### config.mk
export PLATFORM = sky130hd
export DESIGN_NAME = cpu_mem_bridge_flat
export DESIGN_NICKNAME = d
export VERILOG_FILES = /design/src/rtl/cpu_mem_bridge_if.sv /design/src/rtl/cpu_mem_bridge.sv /design/src/flat_wrapper.sv
export SDC_FILE = /design/constraint.sdc
export NUM_CORES = 1
export LEC_CHECK = 0
export BUFFER_PORTS_ARGS = -buffer_cell sky130_fd_sc_hd__clkbuf_2
export CORE_UTILIZATION = 47
export CTS_CLUSTER_SIZE = 25
export DETAILED_ROUTE_END_ITERATION = 16
export GPL_TIMING_DRIVEN = 0
export HOLD_SLACK_MARGIN = 0.15
export PLACE_DENSITY = 0.8
export SLEW_MARGIN = 25
export SYNTH_ARGS = -nofsm -noshare
export SYNTH_HDL_FRONTEND = slang
export SYNTH_SLANG_ARGS = --single-unit
### constraint.sdc
create_clock -name clk -period 6 [get_ports clk]
set_input_delay 0.6 -clock clk [delete_from_list [all_inputs] [get_ports clk]]
set_output_delay 0.6 -clock clk [all_outputs]
set_load 0.005 [all_outputs]
### src/rtl/cpu_mem_bridge_if.sv
// Unified memory bus between the CPU bridge (master) and the SoC memory system (slave).
// One request/grant phase per transaction; read data returns on mem_rvalid.
interface cpu_mem_bridge_if;
   logic        mem_req;
   logic        mem_wr;
   logic [3:0]  mem_be;
   logic [31:0] mem_addr;
   logic [31:0] mem_wdata;
   logic        mem_gnt;
   logic        mem_rvalid;
   logic [31:0] mem_rdata;

   modport master (
      output mem_req, mem_wr, mem_be, mem_addr, mem_wdata,
      input  mem_gnt, mem_rvalid, mem_rdata
   );

   modport slave (
      input  mem_req, mem_wr, mem_be, mem_addr, mem_wdata,
      output mem_gnt, mem_rvalid, mem_rdata
   );
endinterface

### src/rtl/cpu_mem_bridge.sv
// Arbitrates the CPU instruction and data ports onto a single-outstanding memory bus,
// with starvation protection for fetches, fetch kill on pipeline cancel and stray-response detection.
module cpu_mem_bridge #(
   parameter int unsigned STARVE_LIMIT = 4
) (
   input  logic                clk,
   input  logic                reset,
   input  logic                inst_en,
   input  logic [31:0]         inst_addr,
   output logic [31:0]         inst_rdata,
   output logic                inst_done,
   input  logic                data_en,
   input  logic [3:0]          data_wen,
   input  logic [31:0]         data_addr,
   input  logic [31:0]         data_wdata,
   output logic [31:0]         data_rdata,
   output logic                data_done,
   input  logic                cancel,
   cpu_mem_bridge_if.master    bus,
   output logic                bus_err
);

   localparam logic [3:0] LIMIT = 4'(STARVE_LIMIT);

   typedef enum logic [1:0] {IDLE, REQ, RESP, DONE} state_t;
   typedef enum logic {SEL_I, SEL_D} sel_t;

   state_t      state_q, state_d;
   sel_t        sel_q, sel_d;
   logic [3:0]  streak_q, streak_d;
   logic        kill_q, kill_d;
   logic        req_q, req_d;
   logic        wr_q, wr_d;
   logic [3:0]  be_q, be_d;
   logic [31:0] addr_q, addr_d;
   logic [31:0] wdata_q, wdata_d;
   logic [31:0] inst_rdata_q, inst_rdata_d;
   logic [31:0] data_rdata_q, data_rdata_d;
   logic        inst_done_q, inst_done_d;
   logic        data_done_q, data_done_d;
   logic        bus_err_q, bus_err_d;

   logic        inst_ok;
   logic        cancel_hit;

   always_ff @(posedge clk or posedge reset) begin
      if (reset) begin
         state_q      <= IDLE;
         sel_q        <= SEL_I;
         streak_q     <= '0;
         kill_q       <= 1'b0;
         req_q        <= 1'b0;
         wr_q         <= 1'b0;
         be_q         <= '0;
         addr_q       <= '0;
         wdata_q      <= '0;
         inst_rdata_q <= '0;
         data_rdata_q <= '0;
         inst_done_q  <= 1'b0;
         data_done_q  <= 1'b0;
         bus_err_q    <= 1'b0;
      end else begin
         state_q      <= state_d;
         sel_q        <= sel_d;
         streak_q     <= streak_d;
         kill_q       <= kill_d;
         req_q        <= req_d;
         wr_q         <= wr_d;
         be_q         <= be_d;
         addr_q       <= addr_d;
         wdata_q      <= wdata_d;
         inst_rdata_q <= inst_rdata_d;
         data_rdata_q <= data_rdata_d;
         inst_done_q  <= inst_done_d;
         data_done_q  <= data_done_d;
         bus_err_q    <= bus_err_d;
      end
   end

   always_comb begin
      state_d      = state_q;
      sel_d        = sel_q;
      streak_d     = streak_q;
      kill_d       = kill_q;
      req_d        = req_q;
      wr_d         = wr_q;
      be_d         = be_q;
      addr_d       = addr_q;
      wdata_d      = wdata_q;
      inst_rdata_d = inst_rdata_q;
      data_rdata_d = data_rdata_q;
      inst_done_d  = 1'b0;
      data_done_d  = 1'b0;
      bus_err_d    = bus_err_q | (bus.mem_rvalid && (state_q != RESP));

      // A fetch being cancelled in the same cycle is not eligible for arbitration.
      inst_ok    = inst_en & ~cancel;
      cancel_hit = cancel && (sel_q == SEL_I) && ((state_q == REQ) || (state_q == RESP));

      unique case (state_q)
         IDLE: begin
            if (data_en || inst_ok) begin
               state_d = REQ;
               req_d   = 1'b1;
               if (inst_ok && (!data_en || (streak_q == LIMIT))) begin
                  sel_d    = SEL_I;
                  wr_d     = 1'b0;
                  be_d     = 4'hF;
                  addr_d   = inst_addr;
                  wdata_d  = '0;
                  streak_d = '0;
               end else begin
                  sel_d   = SEL_D;
                  wr_d    = |data_wen;
                  be_d    = (|data_wen) ? data_wen : 4'hF;
                  addr_d  = data_addr;
                  wdata_d = data_wdata;
                  if (!inst_en)
                     streak_d = '0;
                  else if (streak_q != LIMIT)
                     streak_d = 4'(streak_q + 4'd1);
               end
            end
         end
         REQ: begin
            if (cancel_hit)
               kill_d = 1'b1;
            if (bus.mem_gnt) begin
               req_d = 1'b0;
               if (wr_q) begin
                  state_d     = DONE;
                  data_done_d = 1'b1;
               end else begin
                  state_d = RESP;
               end
            end
         end
         RESP: begin
            if (cancel_hit)
               kill_d = 1'b1;
            if (bus.mem_rvalid) begin
               state_d = DONE;
               if (sel_q == SEL_D) begin
                  data_rdata_d = bus.mem_rdata;
                  data_done_d  = 1'b1;
               end else if (!(kill_q || cancel_hit)) begin
                  inst_rdata_d = bus.mem_rdata;
                  inst_done_d  = 1'b1;
               end
            end
         end
         DONE: begin
            state_d = IDLE;
            kill_d  = 1'b0;
         end
         default: state_d = IDLE;
      endcase
   end

   assign bus.mem_req   = req_q;
   assign bus.mem_wr    = wr_q;
   assign bus.mem_be    = be_q;
   assign bus.mem_addr  = addr_q;
   assign bus.mem_wdata = wdata_q;
   assign inst_rdata    = inst_rdata_q;
   assign inst_done     = inst_done_q;
   assign data_rdata    = data_rdata_q;
   assign data_done     = data_done_q;
   assign bus_err       = bus_err_q;

endmodule

### src/flat_wrapper.sv
// flat-port wrapper written by rule: the top's interface ports become plain ports
module cpu_mem_bridge_flat 
#(
   parameter int unsigned STARVE_LIMIT = 4
)
  (clk, reset, inst_en, inst_addr, inst_rdata, inst_done, data_en, data_wen, data_addr, data_wdata, data_rdata, data_done, cancel, bus_err, bus_mem_req, bus_mem_wr, bus_mem_be, bus_mem_addr, bus_mem_wdata, bus_mem_gnt, bus_mem_rvalid, bus_mem_rdata);
  cpu_mem_bridge_if bus_i ();
  input  logic clk;
  input  logic reset;
  input  logic inst_en;
  input  logic [31:0] inst_addr;
  output logic [31:0] inst_rdata;
  output logic inst_done;
  input  logic data_en;
  input  logic [3:0] data_wen;
  input  logic [31:0] data_addr;
  input  logic [31:0] data_wdata;
  output logic [31:0] data_rdata;
  output logic data_done;
  input  logic cancel;
  output logic bus_err;
  output wire logic [$bits(bus_i.mem_req)-1:0] bus_mem_req;
  output wire logic [$bits(bus_i.mem_wr)-1:0] bus_mem_wr;
  output wire logic [$bits(bus_i.mem_be)-1:0] bus_mem_be;
  output wire logic [$bits(bus_i.mem_addr)-1:0] bus_mem_addr;
  output wire logic [$bits(bus_i.mem_wdata)-1:0] bus_mem_wdata;
  input wire logic [$bits(bus_i.mem_gnt)-1:0] bus_mem_gnt;
  input wire logic [$bits(bus_i.mem_rvalid)-1:0] bus_mem_rvalid;
  input wire logic [$bits(bus_i.mem_rdata)-1:0] bus_mem_rdata;
  assign bus_mem_req = bus_i.mem_req;
  assign bus_mem_wr = bus_i.mem_wr;
  assign bus_mem_be = bus_i.mem_be;
  assign bus_mem_addr = bus_i.mem_addr;
  assign bus_mem_wdata = bus_i.mem_wdata;
  assign bus_i.mem_gnt = bus_mem_gnt;
  assign bus_i.mem_rvalid = bus_mem_rvalid;
  assign bus_i.mem_rdata = bus_mem_rdata;
  cpu_mem_bridge #(.STARVE_LIMIT(STARVE_LIMIT)) u_core (.clk(clk), .reset(reset), .inst_en(inst_en), .inst_addr(inst_addr), .inst_rdata(inst_rdata), .inst_done(inst_done), .data_en(data_en), .data_wen(data_wen), .data_addr(data_addr), .data_wdata(data_wdata), .data_rdata(data_rdata), .data_done(data_done), .cancel(cancel), .bus(bus_i), .bus_err(bus_err));
endmodule
==> run_results.csv <==
group,metric,value,unit
cts,clock-sinks,145,
min_path,min_path_type,"in -> async",
drt,via_per_inst,4.968,
global_routing,first_global_vias,4909,
global_routing,grtUsageTotal,24.23,%
yosys,ys_ff_latch,145,
drt,totalWireLength,15550,microns
timing,slew_viol_final,0,
timing,worst_pin_slew,0.4621,ns
global_routing,overflow,0,
critical_path,crit_path_start_kind,"flip-flop",
yosys,syn_area,5996,sq um
cts,root_buffer,"clkbuf_16",
cts,cts_tree,"built",
floorplanning,core_area,12210,sq um
yosys,yosys.cell_types.count,34,
yosys,synth_flop_cell,"dfrtp_1",
drt,num_vias,5062,
floorplanning,fp-row-count,40,
cts,htreeDepth,4,
yosys,seq_area_frac_synth,60.52,%
finish,areaGrowthSynthToFinish,36.50,%
power_and_ir_drop,fin_total_pwr,4.067,mW
yosys,ys_top_cells_by_area,"dfrtp_1 (61%), mux2_2 (12%), nand2_1 (8.5%), a31oi_1 (3.3%), nand3_1 (2.9%)",
cts,holdBufCountCts,0,
yosys,ys_async_sr_fraction,100.0,%
placement,pre_cts_ws,3.921,ns
finish,n_antenna_cell,0,
floorplanning,die-height,114.9,microns
yosys,synthSimpleGateAreaFrac,15.38,%
timing,finalHoldViolations,0,
critical_path,crit_path_end_kind,"flip-flop",
critical_path,cp.required,6.29,ns
yosys,synthMuxAreaShare,12.56,%
yosys,synth_edf_count,0,
critical_path,crit_start,"u_core.state_q[1]$_DFFE_PP0P_",
yosys,synthAdderAreaFrac,1.461,%
timing,hold_ws,0.2349,ns
global_routing,grt_start_max_net_pins,77,
timing,grt_setup_unrepaired,"false",
timing,final-setup-viol-count,0,
drt,dr.pass1.iters,5,
drt,drc_errors,0,
placement,place_area,7612,sq um
job,cap_violations,0,
cts,cts.path.max_buffers,2,
power_and_ir_drop,ir_drop,238.0,uV
placement,place_inst,987,
finish,final_util,67.02,%
timing,period_needed,2.007,ns
critical_path,crit_fanout,10,
drt,wl_per_cell,15.26,microns
timing,worst_slack,3.993,ns
floorplanning,num_io_pins,276,
timing,fin_worst_skew,0.008601,ns
power_and_ir_drop,p_leak,4.364,nW
yosys,syn_inst,544,
yosys,synth_compound_area_share,6.573,%
cts,cts.repair.resized,0,
placement,dpl.hpwl,11750,microns
cts,clkLatencyLatePin,0.41,ns
floorplanning,dieArea,13210,sq um
yosys,yosysTopAreaCell,"dfrtp_1",
global_routing,antenna_found_initial,0,
critical_path,slowest_stage,"dfrtp_1",
critical_path,r2r_slack,3.99,ns
finish,drive_above_1_share,47.36,%
timing,fin_setup_tns,0,ns
critical_path,timing.rr.start,"u_core.state_q[1]$_DFFE_PP0P_",
outcome,outcome,"completed",
cts,clkSlewWorstSetupHoldPaths,0.06,ns
critical_path,r2r_cells,6,
yosys,synth_xor_area_share,0,%
floorplanning,die_w,114.9,microns
yosys,synth_top_family_by_area,"simple AND/OR/NAND/NOR gates",
critical_path,r2r-end,"u_core.inst_rdata[20]$_DFFE_PP0P_",
drt,drtAntennaViolNets,0,
critical_path,critical_path_class,"reg -> reg",
cts,cts_buffers,17,
critical_path,worstPathArrival,2.30,ns
floorplanning,start_util,49.10,%
cts,post_cts_buffers,0,
finish,nets,984,
critical_path,cp_cell_sequence,"inv_1 -> ha_1 -> nand2_1 -> nand4_1 -> buf_2 -> mux2_2",
yosys,syn_nets,690,
yosys,synth_area_per_cell,11.02,sq um
critical_path,endpoint,"u_core.inst_rdata[20]$_DFFE_PP0P_",
critical_path,critPathMaxStageDelay,0.41,ns
timing,relSlewSlack,68.71,%
drt,drtIter0Drc,211,
timing,period_share,33.45,%
placement,io_buffers,274,
yosys,ys_warn_count,0,
finish,stdcell_count,1019,
placement,gp_congestion,0.7990,
timing,clock.fmax,498.2,MHz
yosys,synth_top_area_share,60.52,%
finish,design_area,8184,sq um
power_and_ir_drop,p_per_area,496.9,nW/um^2
finish,nFillCells,1001,
global_routing,grt_pass1_wl,24130,microns
==> cells in the final DEF, fill, tap and decap left out, types with 3 or more instances in the layout <==
cell	count
nand2_1	135
a31oi_1	32
buf_2	21
o21ai_0	3
dfrtp_1	145
nor2_1	43
ha_1	7
clkinvlp_4	5
clkinv_2	3
nand3_1	35
clkbuf_1	7
a21o_1	3
a21oi_1	6
clkbuf_16	17
nand2b_1	3
mux2_2	66
buf_4	6
clkbuf_2	274
inv_1	10
==> worst max-delay path, delay by kind of cell (launching register included) <==
family                   cells  cell delay [ns]
adder cells (fa/ha/maj)      1             0.34
flip-flops                   1             0.41
AND/OR/NAND/NOR              2             0.33
multiplexers                 1             0.37
buffers and inverters        2             0.44
==> Yosys cell counts (2+ instances only) <==
cell type	count
o211ai_1	2
a21o_1	3
a31oi_1	32
buf_4	6
a21oi_1	6
ha_1	7
o21ai_0	3
inv_1	11
buf_2	21
o21bai_1	2
nand2b_1	3
mux2_2	66
clkbuf_1	5
nand2_1	135
nor4_1	2
dfrtp_1	145
nor2_1	43
nand3_1	35
o31ai_1	2
==> sequential cells by signal, summed over array words and instances (netlist names), 2 cells and up <==
| register | cells |
|---|---|
| u_core.state_q | 2 |
| u_core.bus.mem_wdata | 32 |
| u_core.bus.mem_addr | 32 |
| u_core.data_rdata | 32 |
| u_core.streak_q | 4 |
| u_core.bus.mem_be | 4 |
| u_core.inst_rdata | 32 |
==> worst min path at each step <==
stage | depth (start not counted) | slack, ns | endpoint | from
final | 2 | 0.23 | u_core.data_rdata[28]$_DFFE_PP0P_ | reset
after global routing | 2 | 0.26 | u_core.data_rdata[28]$_DFFE_PP0P_ | reset
after CTS | 2 | 0.24 | u_core.data_rdata[16]$_DFFE_PP0P_ | reset
after detailed placement | 2 | 0.45 | u_core.bus.mem_wdata[7]$_DFFE_PP0P_ | u_core.bus.mem_wdata[7]$_DFFE_PP0P_
after global placement | 1 | 0.44 | u_core.bus_err$_DFF_PP0_ | u_core.bus_err$_DFF_PP0_
after floorplan | 1 | 0.45 | u_core.bus_err$_DFF_PP0_ | u_core.bus_err$_DFF_PP0_
==> cell type report <==
type / instances / area, sq um / share of cell area [%]
Tap cell: 168 / 210.2 / 2.568
Buffer: 32 / 168.9 / 2.064
Inverter: 11 / 48.80 / 0.5962
Multi-Input combinational cell: 356 / 2157 / 26.36
Clock inverter: 13 / 138.9 / 1.697
Sequential cell: 145 / 3628 / 44.34
Clock buffer: 19 / 432.9 / 5.290
Timing Repair Buffer: 275 / 1399 / 17.09
==> kinds of logic after synthesis <==
logic type               after synthesis
AND/OR/NAND/NOR                      224
flip-flops                           145
AO/OA/AOI/OAI                         58
buffers and inverters                 43
adder cells (fa/ha/maj)                7
multiplexers                          67
==> metal layers <==
metal	global-route usage (%)	routed length, microns	vias up
met5	0	0	-
met4	9.177	211	0
met3	8.751	1356	17
met2	41.93	7813	221
met1	27.44	6169	2395
li1	-	-	2429
==> where the power goes <==
group	internal (mW)	switching [mW]
clock	0.611	0.400
sequential	1.44	0.254
combinational	0.703	0.658
total	2.75	1.31
Note: power is estimated with default switching activity, not from simulation.
